<file path="config.mk">
export PLATFORM = sky130hd
export DESIGN_NAME = crc_serial_engine
export DESIGN_NICKNAME = d
export VERILOG_FILES = /design/src/rtl/crc_serial_engine.sv
export SDC_FILE = /design/constraint.sdc
export NUM_CORES = 1
export LEC_CHECK = 0
export BUFFER_PORTS_ARGS = -buffer_cell sky130_fd_sc_hd__buf_4
export CAP_MARGIN = 10
export CORE_MARGIN = 2
export CORE_UTILIZATION = 50
export CTS_BUF_LIST = sky130_fd_sc_hd__clkbuf_4
export DETAILED_ROUTE_END_ITERATION = 8
export PLACE_DENSITY = 0.75
export SLEW_MARGIN = 0
export SYNTH_ARGS = -nofsm -noshare
export SYNTH_HDL_FRONTEND = slang
export SYNTH_SLANG_ARGS = --single-unit
</file>
<file path="constraint.sdc">
create_clock -name clk -period 1.9 [get_ports clk]
set_clock_uncertainty 0.05 [all_clocks]
set_input_delay 0.095 -clock clk [delete_from_list [all_inputs] [get_ports clk]]
set_output_delay 0.095 -clock clk [all_outputs]
set_load 0.005 [all_outputs]
</file>
<file path="src/rtl/crc_serial_engine.sv">
// crc_serial_engine
//
// This is a serial CRC divider. It processes one message bit per clock, MSB
// first, against a generator polynomial that is set at run time.
//
// Generate mode (mode=0):
//   The low CRC_WIDTH bits of msg_in are replaced with zeros.
//   The remainder is then appended to the data bits.
// Check mode (mode=1):
//   The full received codeword is divided.
//   crc_ok reports whether the remainder is zero.
//
// Ports:
//   clk        rising-edge clock
//   rst        asynchronous active-high reset
//   start      request, only sampled while idle
//   mode       0 = generate, 1 = check
//   msg_in     data in [N-1:CRC_WIDTH] (generate) or full codeword (check)
//   polinom    generator polynomial, MSB first; bit CRC_WIDTH is implied 1
//   busy       high while dividing
//   done       one-cycle pulse when the result registers have just updated
//   msg_output {data, remainder} (generate) or echoed codeword (check)
//   crc_out    final remainder
//   crc_ok     final remainder is zero
module crc_serial_engine #(
  parameter int DATA_WIDTH = 14,
  parameter int CRC_WIDTH  = 3,
  localparam int MSG_LENGTH = DATA_WIDTH + CRC_WIDTH
) (
  input  logic                  clk,
  input  logic                  rst,
  input  logic                  start,
  input  logic                  mode,
  input  logic [MSG_LENGTH-1:0] msg_in,
  input  logic [CRC_WIDTH:0]    polinom,
  output logic                  busy,
  output logic                  done,
  output logic [MSG_LENGTH-1:0] msg_output,
  output logic [CRC_WIDTH-1:0]  crc_out,
  output logic                  crc_ok
);

  localparam int CNT_WIDTH = $clog2(MSG_LENGTH + 1);

  typedef enum logic [1:0] {IDLE, SHIFT, DONE} state_t;

  state_t                state, state_next;
  logic [MSG_LENGTH-1:0] msg_reg;
  logic [MSG_LENGTH-1:0] shift_reg;
  logic [MSG_LENGTH-1:0] msg_load;
  logic [CRC_WIDTH-1:0]  poly_reg;
  logic [CRC_WIDTH-1:0]  rem;
  logic [CRC_WIDTH-1:0]  rem_next;
  logic                  mode_reg;
  logic [CNT_WIDTH-1:0]  cnt;
  logic                  last_shift;

  // The leading polynomial coefficient is always 1, so its input bit is never
  // looked at.
  logic unused_poly_msb;
  assign unused_poly_msb = polinom[CRC_WIDTH];

  assign last_shift = (state == SHIFT) && (cnt == CNT_WIDTH'(1));
  assign busy       = (state == SHIFT);
  assign done       = (state == DONE);

  // In generate mode the CRC field is zeroed at load time. This makes the
  // division see the message multiplied by x^CRC_WIDTH.
  assign msg_load = mode ? msg_in
                         : {msg_in[MSG_LENGTH-1:CRC_WIDTH], {CRC_WIDTH{1'b0}}};

  // One long-division step. Shift the next message bit into the remainder.
  // If the bit that falls out of the top is set, subtract (xor) the polynomial.
  generate
    if (CRC_WIDTH == 1) begin : g_rem1
      assign rem_next = shift_reg[MSG_LENGTH-1] ^ (rem[0] & poly_reg[0]);
    end else begin : g_remn
      assign rem_next = {rem[CRC_WIDTH-2:0], shift_reg[MSG_LENGTH-1]}
                        ^ (rem[CRC_WIDTH-1] ? poly_reg : {CRC_WIDTH{1'b0}});
    end
  endgenerate

  always_ff @(posedge clk or posedge rst) begin
    if (rst) state <= IDLE;
    else     state <= state_next;
  end

  always_comb begin
    state_next = state;
    case (state)
      IDLE:    if (start) state_next = SHIFT;
      SHIFT:   if (cnt == CNT_WIDTH'(1)) state_next = DONE;
      DONE:    state_next = IDLE;
      default: state_next = IDLE;
    endcase
  end

  // Operands are latched when a request is accepted. Later changes on the
  // inputs therefore cannot disturb a division that is already running.
  // The result registers are loaded on the final shift edge, using the
  // remainder that this edge produces. They are valid during the DONE cycle
  // and keep their values until the next operation completes.
  always_ff @(posedge clk or posedge rst) begin
    if (rst) begin
      msg_reg    <= '0;
      shift_reg  <= '0;
      poly_reg   <= '0;
      mode_reg   <= 1'b0;
      rem        <= '0;
      cnt        <= '0;
      msg_output <= '0;
      crc_out    <= '0;
      crc_ok     <= 1'b0;
    end else begin
      if (state == IDLE && start) begin
        msg_reg   <= msg_load;
        shift_reg <= msg_load;
        poly_reg  <= polinom[CRC_WIDTH-1:0];
        mode_reg  <= mode;
        rem       <= '0;
        cnt       <= CNT_WIDTH'(MSG_LENGTH);
      end else if (state == SHIFT) begin
        rem       <= rem_next;
        shift_reg <= shift_reg << 1;
        cnt       <= cnt - CNT_WIDTH'(1);
        if (last_shift) begin
          crc_out    <= rem_next;
          crc_ok     <= (rem_next == '0);
          msg_output <= mode_reg ? msg_reg
                                 : {msg_reg[MSG_LENGTH-1:CRC_WIDTH], rem_next};
        end
      end
    end
  end

endmodule

</file>
==> run_results.csv, run 1 <==
group,metric,value,unit
synth,ys_types,32,
status,status,"finished, final reports clean",
critical_path,slowest_delay,0.45,ns
synth,ys.warnings.count,0,
critical_path,worst_r2r_startpoint,"cnt[1]",
critical_path,worstSetupEndpoint,"msg_output[4]",
floorplanning,die-area,0.00635,sq mm
critical_path,worst-path-buf-inv,2,
synth,synth_mux_area_share,11.9,%
final_layout,register_area,0.00173,sq mm
route,remaining_drc_errors,0,
grt,use_met1,27.9,%
grt,grt_overflow,0,
synth,synth_top_area_share,60.3,%
place,gp_congestion,0.808,
synth,yosysTopAreaCell,"dfrtp_1",
floorplanning,die_w,79.7,um
place,hpwl,3940,um
synth,synth_ff_type,"dfrtp_1",
synth,syn_area,0.00286,sq mm
grt,grt-busiest-layer,"met2",
cts,clock-sinks,69,
cts,numCtsBuffers,9,
sta,max_freq,526,MHz
sta,hold_violations,0,
critical_path,crit_chain,"inv_2 -> ha_4 -> or4b_4 -> or2_4 -> buf_8 -> mux2_2",
synth,synth_enable_flop_cells,0,
grt,grt_start_max_net_pins,28,
final_layout,drive_gt1_share,31.9,%
final_layout,instances_no_fill,417,
floorplanning,core_area,0.00551,sq mm
synth,synth_nets,281,
critical_path,crit_start,"cnt[1]",
route,wl,6050,um
route,drtIter0Drc,127,
synth,synth_compound_area_share,8.43,%
sta,rsz0062_at_grt,"true",
floorplanning,die_h,79.7,um
place,place.port_buffers,46,
synth,syn_avg_cell_area,11.3,sq um
synth,synth_fa_ha_area_share,0.874,%
grt,track_usage,22.0,%
critical_path,crit_family,"simple AND/OR/NAND/NOR gates",
critical_path,reg2reg_slack,0.00007,ns
final_layout,multi_input_area,0.00106,sq mm
sta,whs,0.112,ns
sta,post-route-min-period,1.90,ns
floorplanning,floorplan.rows,27,
sta,finalSetupViolations,0,
run,max-cap-violations,0,
critical_path,r2r_cells,6,
synth,synth_most_common_cell,"dfrtp_1",
critical_path,cp.arrival,2.15,ns
grt,grt_pass1_vias,2268,
place,post-place-cells,377,
critical_path,crit_path_top_delay_cell,"or4b_4",
grt,grt_pass1_wl,10500,um
floorplanning,initial_core_util,52.0,%
sta,tightest_slew,0.297,ns
hold_path,hp-class,"input port to asynchronous set/reset pin",
final_layout,nNetsFinal,367,
route,wire_per_inst,14.5,um
critical_path,critical_path_class,"register to register",
route,vias_per_cell,5.18,
sta,slew_headroom,80.0,%
cts,clockBufferDepth,2,
power,p_int,0.00400,W
grt,use_met2,36.1,%
sta,maxSlewViolCount,0,
synth,yosysSeqAreaShare,60.3,%
synth,yosys.area_share.simple,14.9,%
synth,synthArstFlopShare,100,%
power,leakage,1.93,nW
grt,grt_use_met3,4.41,%
place,dp_slack,-0.0264,ns
synth,synth_top_family_by_area,"simple AND/OR/NAND/NOR gates",
power,p_per_area,1560,mW/mm^2
critical_path,timing.rr.end,"msg_output[4]",
floorplanning,io_pins,48,
sta,tns,0,ns
final_layout,antennaDiodeCount,0,
grt,antenna_found_initial,0,
power,power_frac_seq,42.5,%
route,antenna_left,0,
cts,cts_tree,"yes",
power,power.switching,0.00197,W
critical_path,crit_path_start_kind,"register",
sta,fin_crit_sh,100,%
synth,netlist_instances,254,
synth,synth-seq-cells,69,
synth,synth_area_leaders,"dfrtp_1, nand2_1, mux2_2",
route,vias,2159,
power,peakVddDrop,872,uV
critical_path,path_depth,6,
critical_path,cp-end-kind,"register",
sta,fin_ws,0.0000664,ns
power,combinationalPowerShare,37.4,%
critical_path,crit_required,2.15,ns
synth,ys_top_cells_by_count,"dfrtp_1, nand2_1, o21ai_0",
cts,cts_max_level,3,
cts,path_clk_slew,0.13,ns
cts,cts_root_buf,"clkbuf_4",
critical_path,path_max_fanout,10,
power,clkPwrFrac,20.1,%
final_layout,fin_util,69.5,%
synth,synth-xor-area-share,0.306,%
power,power.share.switching,33.0,%
route,drtPass1Iterations,5,
cts,worstSkewPairLatency,0.42,ns
final_layout,nFillCells,429,
final_layout,area_growth,33.6,%
[worst min-delay path: cells and delay by family]
| kind | cells | cell delay (ns) |
|---|---|---|
| buffers and inverters | 3 | 0.89 |
[routing by layer]
layer,share of wire [%],vias to the layer above
li1,-,1038
met1,45,1057
met2,49,50
met3,3.9,14
met4,2.5,0
met5,0,-
[layout by cell type (no fill, tap or decap), drive strengths merged]
cell type	count
dlygate4sd3	22
and3	1
dfrtp	69
clkbuf	9
mux2i	15
clkinvlp	1
or4b	1
clkinv	3
or2	4
a31o	1
nor2	2
nand2	64
o2bb2ai	3
o41ai	1
nor3b	1
a21o	1
o21ai	26
nor3	1
nor2b	1
or4	1
xnor2	1
nand3b	1
and3b	3
a21boi	3
nand2b	4
buf	66
or3b	1
bufinv	3
nand3	8
mux2	17
inv	5
o31ai	4
ha	2
[cell type report]
type                            instances  area share (%)
Clock buffer                            9            1.77
Clock inverter                          7            2.98
Inverter                                5           0.491
Multi-Input combinational cell        167            27.8
Sequential cell                        69            45.1
Tap cell                               72            2.36
Timing Repair Buffer                   88            19.4
[cell families after synthesis]
family	Yosys count
and+or+nand+nor	93
DFF	69
AOI/OAI and AO/OA	39
muxes	32
buffers and inverters	18
adders and majority gates	2
xor gates and xnor gates	1
[per-stage QoR]
step	power, W	instance area (sq um)
6_report	0.00597	3820
5_1_grt	0.00642	3820
4_1_cts	0.00596	3800
3_5_place_dp	0.00470	3380
3_3_place_gp	0.00461	3380
2_1_floorplan	0.00380	2860
[power by group through the flow]
stage / Combinational, W / Clock (W) / Sequential [W]
2_1_floorplan: 0.00130 / 0 / 0.00249
3_3_place_gp: 0.00208 / 0 / 0.00253
3_5_place_dp: 0.00214 / 0 / 0.00256
4_1_cts: 0.00221 / 0.00122 / 0.00253
5_1_grt: 0.00251 / 0.00128 / 0.00262
6_report: 0.00223 / 0.00120 / 0.00253
[what timing repair did]
action / 4_1_cts / 5_1_grt
hold endpoints to repair: 107 / 0
setup endpoints to repair: 17 / 18
buffers inserted: 0 / 2
hold buffers: 22 / 0
pin swaps: 1 / 1
resized for setup: 6 / 2
[worst min path at each step]
stage | from | to | cells past startpoint
after global placement | rst | msg_output[13] | 2
after detailed placement | rst | msg_output[13] | 2
final | rst | shift_reg[13] | 3
after global routing | rst | cnt[2] | 3
after CTS | rst | shift_reg[13] | 3
after floorplan | mode | mode_reg | 2
Power figures use the tool's default switching activity.
==> run 2, diff against run 1 <==
Settings changed: CORE_UTILIZATION 50 to 44, PLACE_DENSITY 0.75 to 0.67.
==> run_results.csv, run 2 (synthesis results as in run 1) <==
group,metric,value,unit
route,vias,2092,
place,post_dp_cell_area,0.00336,sq mm
grt,grt_pass1_vias,2148,
place,hpwl,3730,um
place,gp_congestion,0.708,
final_layout,nNetsFinal,362,
cts,cts_root_buf,"clkbuf_4",
sta,finalSetupViolations,1,
final_layout,drive_gt1_share,30.8,%
critical_path,reg2reg_slack,-0.0004,ns
route,drtPass1Iterations,4,
sta,slew_headroom,76.3,%
sta,tns,-0.000433,ns
critical_path,cp.arrival,2.15,ns
grt,grt_use_met3,6.59,%
sta,rsz0062_at_grt,"true",
critical_path,r2r_cells,6,
critical_path,crit_path_start_kind,"register",
power,p_per_area,1510,mW/mm^2
sta,fin_ws,-0.000433,ns
final_layout,instances_no_fill,415,
sta,max_freq,526,MHz
grt,grt_overflow,0,
power,peakVddDrop,768,uV
route,remaining_drc_errors,0,
floorplanning,core_area,0.00631,sq mm
floorplanning,io_pins,48,
cts,path_clk_slew,0.10,ns
grt,use_met1,23.0,%
grt,grt_pass1_wl,10200,um
critical_path,crit_start,"cnt[1]",
sta,maxSlewViolCount,0,
power,leakage,1.88,nW
final_layout,nFillCells,578,
floorplanning,die_h,84.7,um
route,wire_per_inst,14.1,um
critical_path,path_max_fanout,5,
place,post-place-cells,377,
cts,clock-sinks,69,
grt,grt_start_max_net_pins,70,
grt,antenna_found_initial,0,
route,vias_per_cell,5.04,
route,wl,5860,um
final_layout,antennaDiodeCount,0,
floorplanning,die_w,84.7,um
grt,track_usage,18.1,%
floorplanning,die-area,0.00717,sq mm
run,max-cap-violations,0,
critical_path,worstSetupEndpoint,"msg_output[5]",
sta,hold_violations,0,
final_layout,final_cell_mix,"dfrtp_1, nand2_1, buf_4",
floorplanning,initial_core_util,45.4,%
critical_path,cp-end-kind,"register",
sta,post-route-min-period,1.90,ns
grt,grt-busiest-layer,"met2",
final_layout,stdcell_area,0.00375,sq mm
grt,use_met2,29.3,%
cts,cts_tree,"yes",
critical_path,crit_required,2.15,ns
sta,fin_crit_sh,100,%
critical_path,worst_r2r_startpoint,"cnt[1]",
cts,numCtsBuffers,9,
cts,worstSkewPairLatency,0.41,ns
status,failed_checks,"setup timing",
floorplanning,floorplan.rows,29,
place,place.port_buffers,46,
critical_path,timing.rr.end,"msg_output[5]",
hold_path,hp-class,"input port to register",
route,antenna_left,0,
sta,tightest_slew,0.355,ns
status,status,"finished with violations",
final_layout,final_common_cell,"dfrtp_1",
route,drtIter0Drc,88,
cts,cts_max_level,3,
final_layout,area_growth,31.1,%
critical_path,critical_path_class,"register to register",
cts,clockBufferDepth,2,
## run 2: per-stage QoR
stage / util (%) / power (W) / setup slack (ns) / hold slack [ns]
6_report: 59.5 / 0.00565 / -0.000433 / 0.0397
5_1_grt: 59.5 / 0.00612 / -0.0541 / 0.00227
4_1_cts: 58.7 / 0.00561 / 0.00253 / 0.00881
3_5_place_dp: 53.2 / 0.00467 / -0.0175 / 0.159
3_3_place_gp: 53.2 / 0.00459 / -0.000381 / 0.157
2_1_floorplan: - / 0.00380 / -0.0596 / 0.150
## run 2: cell type report
class / count / area, sq um / area share (%)
Clock buffer: 10 / 75.1 / 2.00
Clock inverter: 4 / 41.3 / 1.10
Timing Repair Buffer: 83 / 724 / 19.3
Tap cell: 77 / 96.3 / 2.57
Inverter: 5 / 22.5 / 0.600
Sequential cell: 69 / 1730 / 46.0
Multi-Input combinational cell: 167 / 1070 / 28.5
## run 2: worst min path at each step
stage,depth (start not counted),from,to,slack [ns]
after floorplan,2,mode,mode_reg,0.15
after detailed placement,3,rst,msg_output[11],0.16
after global routing,3,msg_in[0],msg_reg[0],0.002
after global placement,3,rst,msg_reg[12],0.16
after CTS,3,msg_in[0],msg_reg[0],0.009
final,3,msg_in[0],msg_reg[0],0.04
## run 2: what timing repair did
item | CTS | global route
hold buffers | 21 | 0
hold endpoints to repair | 105 | 0
resized for setup | 3 | 9
setup endpoints to repair | 13 | 18
setup buffers | 1 | 2
## run 2: critical path, stage by stage, from the launching register on
cell	delay, ns
dfrtp_1	0.40
inv_2	0.08
ha_4	0.12
or4b_4	0.45
or2_4	0.27
buf_6	0.14
mux2_4	0.29
## run 2: metal layers
layer	vias up	part of all wire, %
li1	1026	-
met1	1014	46
met2	43	48
met3	9	4.2
met4	0	1.2
met5	-	0
## run 2: power breakdown
part / switching, W / leakage [nW] / internal (W) / total [W]
registers: 0.000412 / 0.868 / 0.00214 / 0.00256
clock network: 0.000481 / 0.0648 / 0.000390 / 0.000872
logic: 0.00101 / 0.950 / 0.00121 / 0.00222
==> run 3, diff against run 2 <==
==> constraint.sdc (replaced) <==
create_clock -name clk -period 1.9 [get_ports clk]
set_clock_uncertainty 0.05 [all_clocks]
set_input_delay 0.095 -clock clk [delete_from_list [all_inputs] [get_ports clk]]
set_output_delay 0.095 -clock clk [all_outputs]
set_load 0.1 [all_outputs]
==> run_results.csv, run 3 (synthesis results as in run 1) <==
group,metric,value,unit
critical_path,cp.arrival,2.16,ns
route,vias_per_cell,4.92,
sta,fin_ws,-0.00117,ns
cts,worstSkewPairLatency,0.43,ns
hold_path,hp-class,"input port to register",
critical_path,crit_path_top_delay_cell,"or4b_4",
floorplanning,die_h,84.7,um
final_layout,area_growth,31.7,%
route,wl,5680,um
critical_path,worst-path-buf-inv,2,
grt,antenna_found_initial,0,
grt,track_usage,17.4,%
route,drtPass1Iterations,4,
floorplanning,initial_core_util,45.4,%
final_layout,stdcell_area,0.00377,sq mm
place,gp_congestion,0.734,
status,status,"finished with violations",
critical_path,crit_required,2.16,ns
grt,grt_pass1_wl,9690,um
route,drtIter0Drc,74,
route,remaining_drc_errors,0,
final_layout,nNetsFinal,366,
critical_path,path_max_fanout,7,
sta,post-route-min-period,1.90,ns
cts,cts_root_buf,"clkbuf_4",
run,max-cap-violations,0,
place,place.port_buffers,46,
route,vias,2071,
sta,hold_violations,0,
sta,tightest_slew,0.376,ns
cts,numCtsBuffers,9,
grt,grt_start_max_net_pins,70,
floorplanning,die_w,84.7,um
cts,clock-sinks,69,
final_layout,drive_gt1_share,32.0,%
floorplanning,die-area,0.00717,sq mm
critical_path,crit_path_start_kind,"register",
sta,finalSetupViolations,1,
grt,grt_pass1_vias,2116,
sta,rsz0062_at_grt,"true",
status,failed_checks,"setup timing",
critical_path,slowest_delay,0.45,ns
grt,grt_overflow,0,
cts,cts_max_level,3,
route,antenna_left,0,
sta,max_freq,526,MHz
cts,path_clk_slew,0.10,ns
route,wire_per_inst,13.5,um
floorplanning,core_area,0.00631,sq mm
final_layout,antennaDiodeCount,0,
floorplanning,floorplan.rows,29,
cts,clockBufferDepth,2,
sta,fin_crit_sh,100,%
final_layout,nFillCells,544,
critical_path,crit_chain,"inv_2 -> ha_4 -> or4b_4 -> or2_4 -> buf_6 -> mux2_4",
place,hpwl,3780,um
critical_path,critical_path_class,"register to register",
final_layout,final_cell_mix,"dfrtp_1, nand2_1, buf_4",
cts,cts_tree,"yes",
final_layout,final_common_cell,"dfrtp_1",
critical_path,crit_family,"simple AND/OR/NAND/NOR gates",
sta,maxSlewViolCount,0,
place,post_dp_cell_area,0.00339,sq mm
critical_path,cp-end-kind,"register",
floorplanning,io_pins,48,
sta,slew_headroom,74.9,%
critical_path,reg2reg_slack,-0.001,ns
## run 3: area by class of cell
class                      count  area [sq um]  area share (%)
multi-input combinational    167          1070            28.3
sequential                    69          1730            45.8
tap                           77          96.3            2.55
clock inverter                 6          30.0           0.796
clock buffer                  10          75.1            1.99
inverter                       5          22.5           0.597
timing repair buffer          87           752            19.9
## run 3: worst reg2reg max path, stage by stage (launching register included)
cell	delay, ns
dfrtp_1	0.40
inv_2	0.08
ha_4	0.11
or4b_4	0.45
or2_4	0.27
buf_6	0.15
mux2_4	0.29
## run 3: path summary, 6_finish.rpt
path                       startpoint  cells after the start            end
min reg2reg                msg_reg[9]                      2     msg_reg[9]
max reg2reg                    cnt[1]                      6  msg_output[9]
max                            cnt[1]                      6  msg_output[9]
min                             start                      4       mode_reg
min in group asynchronous         rst                      4    msg_reg[12]
max in group asynchronous         rst                      4         cnt[3]
## run 3: per-stage QoR
step | worst slack, ns | hold slack [ns] | cells | TNS (ns) | util [%]
finish | -0.00117 | 0.0693 | 421 | -0.00117 | 59.7
global route | -0.0415 | 0.0412 | 421 | -0.183 | 59.7
CTS | -0.00244 | 0.0514 | 418 | -0.00271 | 59.0
detailed placement | -0.0147 | 0.159 | 380 | -0.0655 | 53.6
global placement | -0.000793 | 0.156 | 380 | -0.00345 | 53.6
floorplan | -0.0608 | 0.150 | 254 | -0.764 | -
## run 3: repair_timing
| item | 4_1_cts | 5_1_grt |
|---|---|---|
| endpoints found under the setup margin | 15 | 18 |
| gates resized for setup | 4 | 6 |
| hold endpoints to repair | 107 | 0 |
| setup buffers | 0 | 3 |
| hold buffers | 22 | 0 |
## run 3: metal layers
metal | vias up | wire (um) | track usage (%)
met5 | - | 0 | 0
met4 | 0 | 93 | 6.93
met3 | 10 | 244 | 6.19
met2 | 42 | 2720 | 27.3
met1 | 990 | 2620 | 22.0
li1 | 1029 | - | -
Power of run 3 is not shown: default switching activity piles up to over one toggle a cycle in this logic, so the estimate is an artifact.
